**src/rtl/boot_sequencer.sv**
```systemverilog
// boot_sequencer: streams a program ROM into the pipeline load port, releases
// the pipeline, polls the data-memory completion flag, reads back the result
// word and reports done or timeout.
module boot_sequencer #(
    parameter int unsigned PROG_WORDS  = 100,
    parameter int unsigned RUN_TIMEOUT = 4096,
    parameter int unsigned DONE_ADDR   = 0,
    parameter int unsigned RESULT_ADDR = 1,
    parameter int unsigned SETTLE      = 1
) (
    input  logic        clk,
    input  logic        rst,
    input  logic        go,
    output logic [9:0]  rom_addr,
    input  logic [31:0] rom_data,
    output logic        pl_start,
    output logic [31:0] pl_address,
    output logic [31:0] pl_instruction,
    output logic        pl_data_or_reg,
    output logic [31:0] pl_check_address,
    input  logic [31:0] pl_value,
    output logic        busy,
    output logic        done,
    output logic        timeout,
    output logic [31:0] result,
    output logic [31:0] run_cycles
);

    localparam int unsigned AW = 10;
    localparam int unsigned DW = 32;
    localparam int unsigned SW = 4;

    localparam logic [AW-1:0] LAST_WORD   = AW'(PROG_WORDS - 1);
    localparam logic [SW-1:0] SETTLE_LOAD = SW'(SETTLE);
    localparam logic [DW-1:0] DONE_A      = DW'(DONE_ADDR);
    localparam logic [DW-1:0] RESULT_A    = DW'(RESULT_ADDR);
    localparam logic [DW-1:0] TIMEOUT_LIM = DW'(RUN_TIMEOUT);
    localparam logic [DW-1:0] CYCLES_MAX  = '1;

    localparam logic [2:0] S_IDLE    = 3'd0;
    localparam logic [2:0] S_PRIME   = 3'd1;
    localparam logic [2:0] S_LOAD    = 3'd2;
    localparam logic [2:0] S_RUN     = 3'd3;
    localparam logic [2:0] S_POLL    = 3'd4;
    localparam logic [2:0] S_READ    = 3'd5;
    localparam logic [2:0] S_DONE    = 3'd6;
    localparam logic [2:0] S_TIMEOUT = 3'd7;

    logic [2:0]    state, state_d;
    logic [AW-1:0] word_idx, word_idx_d;
    logic [SW-1:0] settle_cnt, settle_cnt_d;
    logic [AW-1:0] rom_addr_d;
    logic          pl_start_d;
    logic [DW-1:0] pl_address_d;
    logic [DW-1:0] pl_instruction_d;
    logic          pl_data_or_reg_d;
    logic [DW-1:0] pl_check_address_d;
    logic          busy_d;
    logic          done_d;
    logic          timeout_d;
    logic [DW-1:0] result_d;
    logic [DW-1:0] run_cycles_d;
    logic          in_run;

    // ROM prefetch address, clamped to the last program word
    function automatic logic [AW-1:0] clamp_addr(input logic [AW:0] a);
        if (a > {1'b0, LAST_WORD}) begin
            return LAST_WORD;
        end
        return a[AW-1:0];
    endfunction

    assign in_run = (state == S_RUN) || (state == S_POLL) || (state == S_READ);

    // State and output registers
    always_ff @(posedge clk) begin
        if (rst) begin
            state            <= S_IDLE;
            word_idx         <= '0;
            settle_cnt       <= '0;
            rom_addr         <= '0;
            pl_start         <= 1'b1;
            pl_address       <= '0;
            pl_instruction   <= '0;
            pl_data_or_reg   <= 1'b1;
            pl_check_address <= DONE_A;
            busy             <= 1'b0;
            done             <= 1'b0;
            timeout          <= 1'b0;
            result           <= '0;
            run_cycles       <= '0;
        end else begin
            state            <= state_d;
            word_idx         <= word_idx_d;
            settle_cnt       <= settle_cnt_d;
            rom_addr         <= rom_addr_d;
            pl_start         <= pl_start_d;
            pl_address       <= pl_address_d;
            pl_instruction   <= pl_instruction_d;
            pl_data_or_reg   <= pl_data_or_reg_d;
            pl_check_address <= pl_check_address_d;
            busy             <= busy_d;
            done             <= done_d;
            timeout          <= timeout_d;
            result           <= result_d;
            run_cycles       <= run_cycles_d;
        end
    end

    // Next-state and next-output logic
    always_comb begin
        state_d            = state;
        word_idx_d         = word_idx;
        settle_cnt_d       = settle_cnt;
        rom_addr_d         = rom_addr;
        pl_start_d         = pl_start;
        pl_address_d       = pl_address;
        pl_instruction_d   = pl_instruction;
        pl_data_or_reg_d   = pl_data_or_reg;
        pl_check_address_d = pl_check_address;
        busy_d             = busy;
        done_d             = done;
        timeout_d          = timeout;
        result_d           = result;
        run_cycles_d       = run_cycles;

        case (state)
            S_IDLE, S_DONE, S_TIMEOUT: begin
                // Launch (or relaunch) from a clean, pipeline-held state
                if (go) begin
                    state_d            = S_PRIME;
                    word_idx_d         = '0;
                    rom_addr_d         = '0;
                    pl_start_d         = 1'b1;
                    pl_address_d       = '0;
                    pl_instruction_d   = '0;
                    pl_data_or_reg_d   = 1'b1;
                    pl_check_address_d = DONE_A;
                    busy_d             = 1'b1;
                    done_d             = 1'b0;
                    timeout_d          = 1'b0;
                    result_d           = '0;
                    run_cycles_d       = '0;
                end
            end

            S_PRIME: begin
                // Word 0 is being read; start fetching word 1
                rom_addr_d = clamp_addr((AW + 1)'(1));
                word_idx_d = '0;
                state_d    = S_LOAD;
            end

            S_LOAD: begin
                // Present word k for one cycle while the ROM fetches k+2
                pl_address_d     = DW'(word_idx);
                pl_instruction_d = rom_data;
                rom_addr_d       = clamp_addr((AW + 1)'(word_idx) + (AW + 1)'(2));
                word_idx_d       = word_idx + AW'(1);
                if (word_idx == LAST_WORD) begin
                    state_d      = S_RUN;
                    settle_cnt_d = SETTLE_LOAD;
                end
            end

            S_RUN: begin
                // Release the pipeline and let the check port settle on the flag word
                pl_start_d         = 1'b0;
                pl_data_or_reg_d   = 1'b1;
                pl_check_address_d = DONE_A;
                if (settle_cnt <= SW'(1)) begin
                    state_d = S_POLL;
                end else begin
                    settle_cnt_d = settle_cnt - SW'(1);
                end
            end

            S_POLL: begin
                if (pl_value == DW'(1)) begin
                    state_d            = S_READ;
                    pl_check_address_d = RESULT_A;
                    settle_cnt_d       = SETTLE_LOAD;
                end
            end

            S_READ: begin
                if (settle_cnt <= SW'(1)) begin
                    result_d = pl_value;
                    done_d   = 1'b1;
                    busy_d   = 1'b0;
                    state_d  = S_DONE;
                end else begin
                    settle_cnt_d = settle_cnt - SW'(1);
                end
            end

            default: begin
                state_d = S_IDLE;
            end
        endcase

        // Run-time accounting; completion in the same cycle beats the timeout
        if (in_run) begin
            if (run_cycles != CYCLES_MAX) begin
                run_cycles_d = run_cycles + DW'(1);
            end
            if ((state_d != S_DONE) && (run_cycles_d >= TIMEOUT_LIM)) begin
                state_d    = S_TIMEOUT;
                timeout_d  = 1'b1;
                busy_d     = 1'b0;
                pl_start_d = 1'b1;
            end
        end
    end

endmodule

```
**config.mk**
```make
export PLATFORM = sky130hd
export DESIGN_NAME = boot_sequencer
export DESIGN_NICKNAME = d
export VERILOG_FILES = /design/src/rtl/boot_sequencer.sv
export SDC_FILE = /design/constraint.sdc
export NUM_CORES = 1
export LEC_CHECK = 0
export CAP_MARGIN = 20
export CORE_ASPECT_RATIO = 2
export CORE_MARGIN = 5
export CORE_UTILIZATION = 28
export CTS_CLUSTER_DIAMETER = 80
export DETAILED_ROUTE_END_ITERATION = 16
export SLEW_MARGIN = 20
export SYNTH_ARGS = -nofsm -noshare
export SYNTH_HDL_FRONTEND = slang
export SYNTH_SLANG_ARGS = --single-unit
```
**constraint.sdc**
```tcl
create_clock -name clk -period 3 [get_ports clk]
set_clock_uncertainty 0.05 [all_clocks]
set_input_delay 0.6 -clock clk [delete_from_list [all_inputs] [get_ports clk]]
set_output_delay 0.6 -clock clk [all_outputs]
set_load 0.03 [all_outputs]
```
# [Word level (Yosys, flattened, before mapping)]
# Index checks and enable logic that the tools add are counted.
[totals] inputBits=67 out_inout_bits=175 register_bits=192 word_cells=104
[classes] reduce_logical=18 add_sub_neg=4 magnitude_cmp=3 muxes=49 n_eq_ne=16
[op_table] cell="$mux W32" count=8
[op_table] cell="$pmux W32 S2" count=3
[op_table] cell="$pmux W32 S3" count=1
[op_table] cell="$pmux W10 S3" count=2
[op_table] cell="$add A32 B1 Y32 const B" count=1
[op_table] cell="$eq A32 B1 Y1 const B" count=1
[op_table] cell="$ge A32 B13 Y1 const B" count=1
[op_table] cell="$ne A32 B32 Y1 const B" count=1
[op_table] cell="$mux W10" count=3
[op_table] cell="$mux W3" count=7
[op_table] cell="$pmux W3 S6" count=1
[op_table] cell="$mux W1" count=16
[op_table] cell="$eq A3 B3 Y1 const B" count=4
[op_table] cell="$mux W4" count=3
[op_table] cell="$pmux W4 S3" count=1
[op_table] cell="$add A10 B2 Y11 const B" count=1
[op_table] cell="$gt A11 B7 Y1 const B" count=1
[op_table] cell="$add A10 B1 Y10 const B" count=1
[op_table] cell="$eq A10 B7 Y1 const B" count=1
[op_table] cell="$reduce_bool A3 Y1" count=3
[op_table] cell="$pmux W1 S2" count=4
[op_table] cell="$eq A3 B2 Y1 const B" count=2
[op_table] cell="$ne A2 B2 Y1 const B" count=3
[op_table] cell="$reduce_and A2 Y1" count=3
[op_table] cell="other kinds (13)" count=18

# [Logic depth before layout (Yosys ltp)]
# Gate-level depths: netlist of run 1.
[logic_depth] ltp_word=9 ltp_mapped=11 mapped_depth_nobuf=10

# [Worst setup path before layout of run 1]
# Ideal clock, no wire load.
[synth_timing] kind="register to register" from="register run_cycles[0]" to="register pl_start" setup_time_ns=0.120 t_arrival_ns=3.084 path_slack_ns=-0.254 path_buffers=1 synth_period_minus_slack_ns=3.254 required_ns=2.830 stages_incl_launch_ff=11 path_cell_list="dfxtp_1 > ha_1 > nand3_1 > or4_4 > or2_0 > buf_2 > mux2_4 > or3_1 > nor3_2 > o211ai_2 > a211o_1"
[synth_between] elab_chain_cells=8 elab_cells_between_ends=10 classes_between="add/sub (1); order compare (1); eq/ne (1); mux (6); reduce/logical (1)"
[synth_rtl] item="start: declaration" line="26" source="output logic [31:0] run_cycles"
[synth_rtl] item="start signal: assignment" line="106" source="run_cycles <= run_cycles_d;"
[synth_rtl] item="parallel branches: the longest is 2 deep, another holds $add A32 B1 Y32"
[synth_rtl] item="$mux W32 (*)" line="204" source="if (run_cycles != CYCLES_MAX) begin"
[synth_rtl] item="$mux W32 (*)" line="203" source="if (in_run) begin"
[synth_rtl] item="$ge A32 B13 Y1 (*)" line="207" source="if ((state_d != S_DONE) && (run_cycles_d >= TIMEOUT_LIM)) begin"
[synth_rtl] item="$logic_and A1 B1 Y1 (*)" line="207"
[synth_rtl] item="$mux W1 (*)" line="207"
[synth_rtl] item="$mux W1 (*)" line="203"
[synth_rtl] item="end signal: assignment" line="97" source="pl_start <= pl_start_d;"
[synth_rtl] item="end: declaration" line="16" source="output logic pl_start,"
# Mark *: on every way between the ends. The select of a mux whose other input is x is not followed.
# A chain may end at the register's enable or synchronous reset.

# [Final worst setup path of run 1]
[layout_timing] from="register run_cycles[8]" to="register pl_start"
# Same word-level chain as after synthesis.

==> parameters.txt, run 1 <==
Parameter                              Value

GRT
  Total track usage ... 18.2%
  Busiest metal layer after global routing ... met2
  Met3 Track Usage GR ... 4.78%
  Initial antenna violation count ... 0
  Largest net degree at the start of global routing ... 59
  Residual overflow from global routing ... 0
  Met2 GRT Util ... 33.6%
  Number of global-route vias before repair ... 7354
  Wire length of the first global-routing pass ... 40.5 mm
  Met1 usage in global routing ... 17.2%

Synth
  Netlist Area Pre-Place ... 7100 sq um
  Proportion of synthesized chip area in sequential cells ... 38.9%
  Main synth FF type ... sky130_fd_sc_hd__dfxtp_1
  Number of distinct library cells after synthesis ... 73
  Proportion of netlist area held by the largest area contributor ... 38.9%
  Largest cells by area after synthesis ... sky130_fd_sc_hd__dfxtp_1 (39%), sky130_fd_sc_hd__a21oi_1 (8.5%), sky130_fd_sc_hd__nand3_1 (7.0%)
  Synthesized instance count ... 928
  EDFF count, synth ... 0
  Number of register bits inferred by synthesis ... 138
  Yosys Warn Count ... 0
  Async S/R FF share, synth ... 0%
  Cell type with the highest aggregate area in the netlist ... sky130_fd_sc_hd__dfxtp_1
  Average size of a mapped cell ... 7.65 sq um

Power and ir drop
  Logic gate share of total power ... 23.4%
  Power density over the cells ... 527 nW/um^2
  Share of power burned in registers ... 36.5%
  Peak supply drop ... 363 uV
  Internal ... 3.60 mW
  Fraction of power consumed by the clock network ... 40.1%
  P_leak ... 3.49 nW
  Fraction of power spent switching nets ... 32.5%
  NetSw ... 1.73 mW

Place
  Minimum setup slack after placement ... 0.0123 ns
  DPL Wire Length ... 19.9 mm
  # port buffers ... 187
  Placer congestion estimate ... 1.01
  Total cell area at the placement stage ... 9510 sq um

Min path
  Class of the tightest hold or removal check ... register to register
  Min-delay src ... rom_addr[0]

Timing
  Min Clock Period, post-route ... 2.89 ns
  Maximum frequency from static timing analysis ... 0.345 GHz
  Headroom to the max-slew limit ... 38.0%
  Unrepaired setup endpoints after global routing ... false
  Accumulated negative setup slack ... 0 ns
  Final worst path period share ... 96.5%
  Final Hold Violating Endpoints ... 0
  Number of pins exceeding their max-slew limit in the final report ... 0
  Total of endpoints with negative setup slack in the final report ... 0
  Worst Max-Slew Pin Slew ... 0.922 ns
  Worst Setup Slack, final ... 0.105 ns

Clock network
  Clock Tree Buf Depth ... 2
  Clock root buffer ... sky130_fd_sc_hd__clkbuf_16
  CTS HTree Levels ... 4
  Clock buffer count from CTS ... 17
  TritonCTS clock tree ... done
  Hold_buf cts ... 0
  Clock Sink Count ... 138
  Clock Latency Late Sink ... 0.44 ns
  Clock transition at the register clock pins on the worst setup and hold paths after CTS ... 0.06 ns

Layout
  Share of post-route cells with drive strength above 1 ... 13.3%
  Most used cells in the layout excluding fill and tap cells ... sky130_fd_sc_hd__clkdlybuf4s50_1 (186), sky130_fd_sc_hd__dfxtp_1 (123), sky130_fd_sc_hd__a21oi_1 (119)
  Number of diodes added for antenna fixing ... 0
  Post-route cell area ... 10100 sq um
  Final-stage net count ... 1215
  Area growth from synthesis to layout ... 42.8%
  Layout filler cell count ... 2600
  Core Util, Final ... 40.5%
  Most common cell after layout, fill and taps aside ... sky130_fd_sc_hd__clkdlybuf4s50_1

Flow run
  Max_cap viols ... 0

Routing
  Initial DRC Count ... 452
  Post-detailed-route wirelength per cell ... 17.9 microns
  DRC errors left ... 0
  Post-route ant nets ... 0
  Via density per instance ... 5.05
  DR pass1 iterations ... 6
  Total number of vias ... 7527
  Detailed Route WL ... 26.6 mm

Run status
  Outcome ... completed

Worst setup path
  Startpoint class of the critical path ... register
  Critical path launch point ... run_cycles[8]
  Setup slack of the worst register-to-register path ... 0.11 ns
  Worst reg2reg startpoint ... run_cycles[8]
  Top fanout value on the critical path ... 6
  Required time worst endpoint ... 3.28 ns
  Crit path capture type ... register
  Critical path class ... register to register
  CP arrival ... 3.18 ns

Floorplanning
  I/O pins ... 242
  Die footprint ... 28800 sq um
  Die Y ... 235 microns
  Total core area ... 25000 sq um
  Die W ... 123 microns
  Number of placement rows ... 82
  Initial core utilization ... 28.3%
-- power by group through the flow --
| stage | combinational, mW | clock [mW] | sequential (mW) |
|---|---|---|---|
| finish | 1.25 | 2.14 | 1.95 |
| detailed placement | 1.26 | 0 | 1.99 |
| global placement | 1.25 | 0 | 1.99 |
| CTS | 1.26 | 2.20 | 1.95 |
| global route | 1.35 | 2.28 | 1.96 |
| floorplan | 0.675 | 0 | 2.11 |
-- cell families after synthesis --
kind of cell,after synthesis,synth area share [%]
buffers and inverters,135,10.9
other,2,0.106
AND/OR/NAND/NOR,404,27.9
flip-flops,138,38.9
adder cells (fa/ha/maj),7,1.23
XOR/XNOR,16,1.98
multiplexers,4,0.652
AO/OA/AOI/OAI,222,18.3
-- metrics by stage --
stage,std cells,hold WS (ns),total power [mW]
2_1_floorplan,980,0.418,2.78
3_3_place_gp,1457,0.395,3.24
3_5_place_dp,1457,0.398,3.24
4_1_cts,1489,0.415,5.41
5_1_grt,1490,0.430,5.59
6_report,1490,0.408,5.34
-- critical path, stage by stage, from the launching register on --
cell	delay, ns
sky130_fd_sc_hd__dfxtp_2	0.34
sky130_fd_sc_hd__and4_2	0.27
sky130_fd_sc_hd__nand4_1	0.30
sky130_fd_sc_hd__buf_4	0.25
sky130_fd_sc_hd__or2_0	0.26
sky130_fd_sc_hd__mux2_4	0.31
sky130_fd_sc_hd__or3_1	0.37
sky130_fd_sc_hd__nor3_2	0.18
sky130_fd_sc_hd__o211ai_4	0.15
sky130_fd_sc_hd__a211o_1	0.31
-- what timing repair did --
action | CTS | global route
resized for setup | 0 | 4
setup endpoints to repair | 0 | 2
buffers inserted | 0 | 1
-- cell usage after synthesis, types with 5 or more instances --
cell type                    n
sky130_fd_sc_hd__and2_1      7
sky130_fd_sc_hd__nand3_1    99
sky130_fd_sc_hd__inv_1      10
sky130_fd_sc_hd__nor2_1     75
sky130_fd_sc_hd__nand4_1    18
sky130_fd_sc_hd__clkbuf_1   61
sky130_fd_sc_hd__nor4_1     15
sky130_fd_sc_hd__xnor2_1     9
sky130_fd_sc_hd__a211oi_1    9
sky130_fd_sc_hd__nor2b_1     6
sky130_fd_sc_hd__and3_1      9
sky130_fd_sc_hd__buf_4      55
sky130_fd_sc_hd__dfxtp_1   138
sky130_fd_sc_hd__or3_1       7
sky130_fd_sc_hd__a21oi_1   120
sky130_fd_sc_hd__a311oi_1    5
sky130_fd_sc_hd__nand2b_1    5
sky130_fd_sc_hd__xor2_1      7
sky130_fd_sc_hd__o31ai_1     5
sky130_fd_sc_hd__nand2_1   119
sky130_fd_sc_hd__nor3_1      9
sky130_fd_sc_hd__ha_1        7
sky130_fd_sc_hd__o21ai_0    38
sky130_fd_sc_hd__a22oi_1     7
-- layout make-up --
type | instances | area, sq um | share of cell area [%]
tap | 336 | 420 | 4.15
sequential | 138 | 2790 | 27.5
inverter | 10 | 37.5 | 0.371
multi-input combinational | 707 | 3810 | 37.6
timing repair buffer | 267 | 2480 | 24.5
clock inverter | 8 | 81.3 | 0.803
clock buffer | 24 | 513 | 5.06
-- flip-flops by register name (all words and copies together) (netlist names) --
register          count
busy                  1
done                  1
pl_address           10
pl_check_address      1
pl_instruction       32
pl_start              1
result               32
rom_addr             10
run_cycles           32
settle_cnt            4
state                 3
timeout               1
word_idx             10
-- metal layers --
metal,part of all wire (%),vias to the layer above
li1,-,3593
met1,34,3524
met2,53,317
met3,6.4,93
met4,6.0,0
met5,0,-
-- worst paths after layout --
kind / cells after the start / end
min reg2reg: 2 / rom_addr[0]
min: 2 / rom_addr[0]
max reg2reg: 9 / pl_start
max: 9 / pl_start
(Power assumes the default switching activity.)
==> run 2: changes to the inputs <==
ABC_CLOCK_PERIOD_IN_PS = 3000   (was unset)
==> results of run 2 <==
No change in the layout: final DEF, timing and power equal those of run 1.
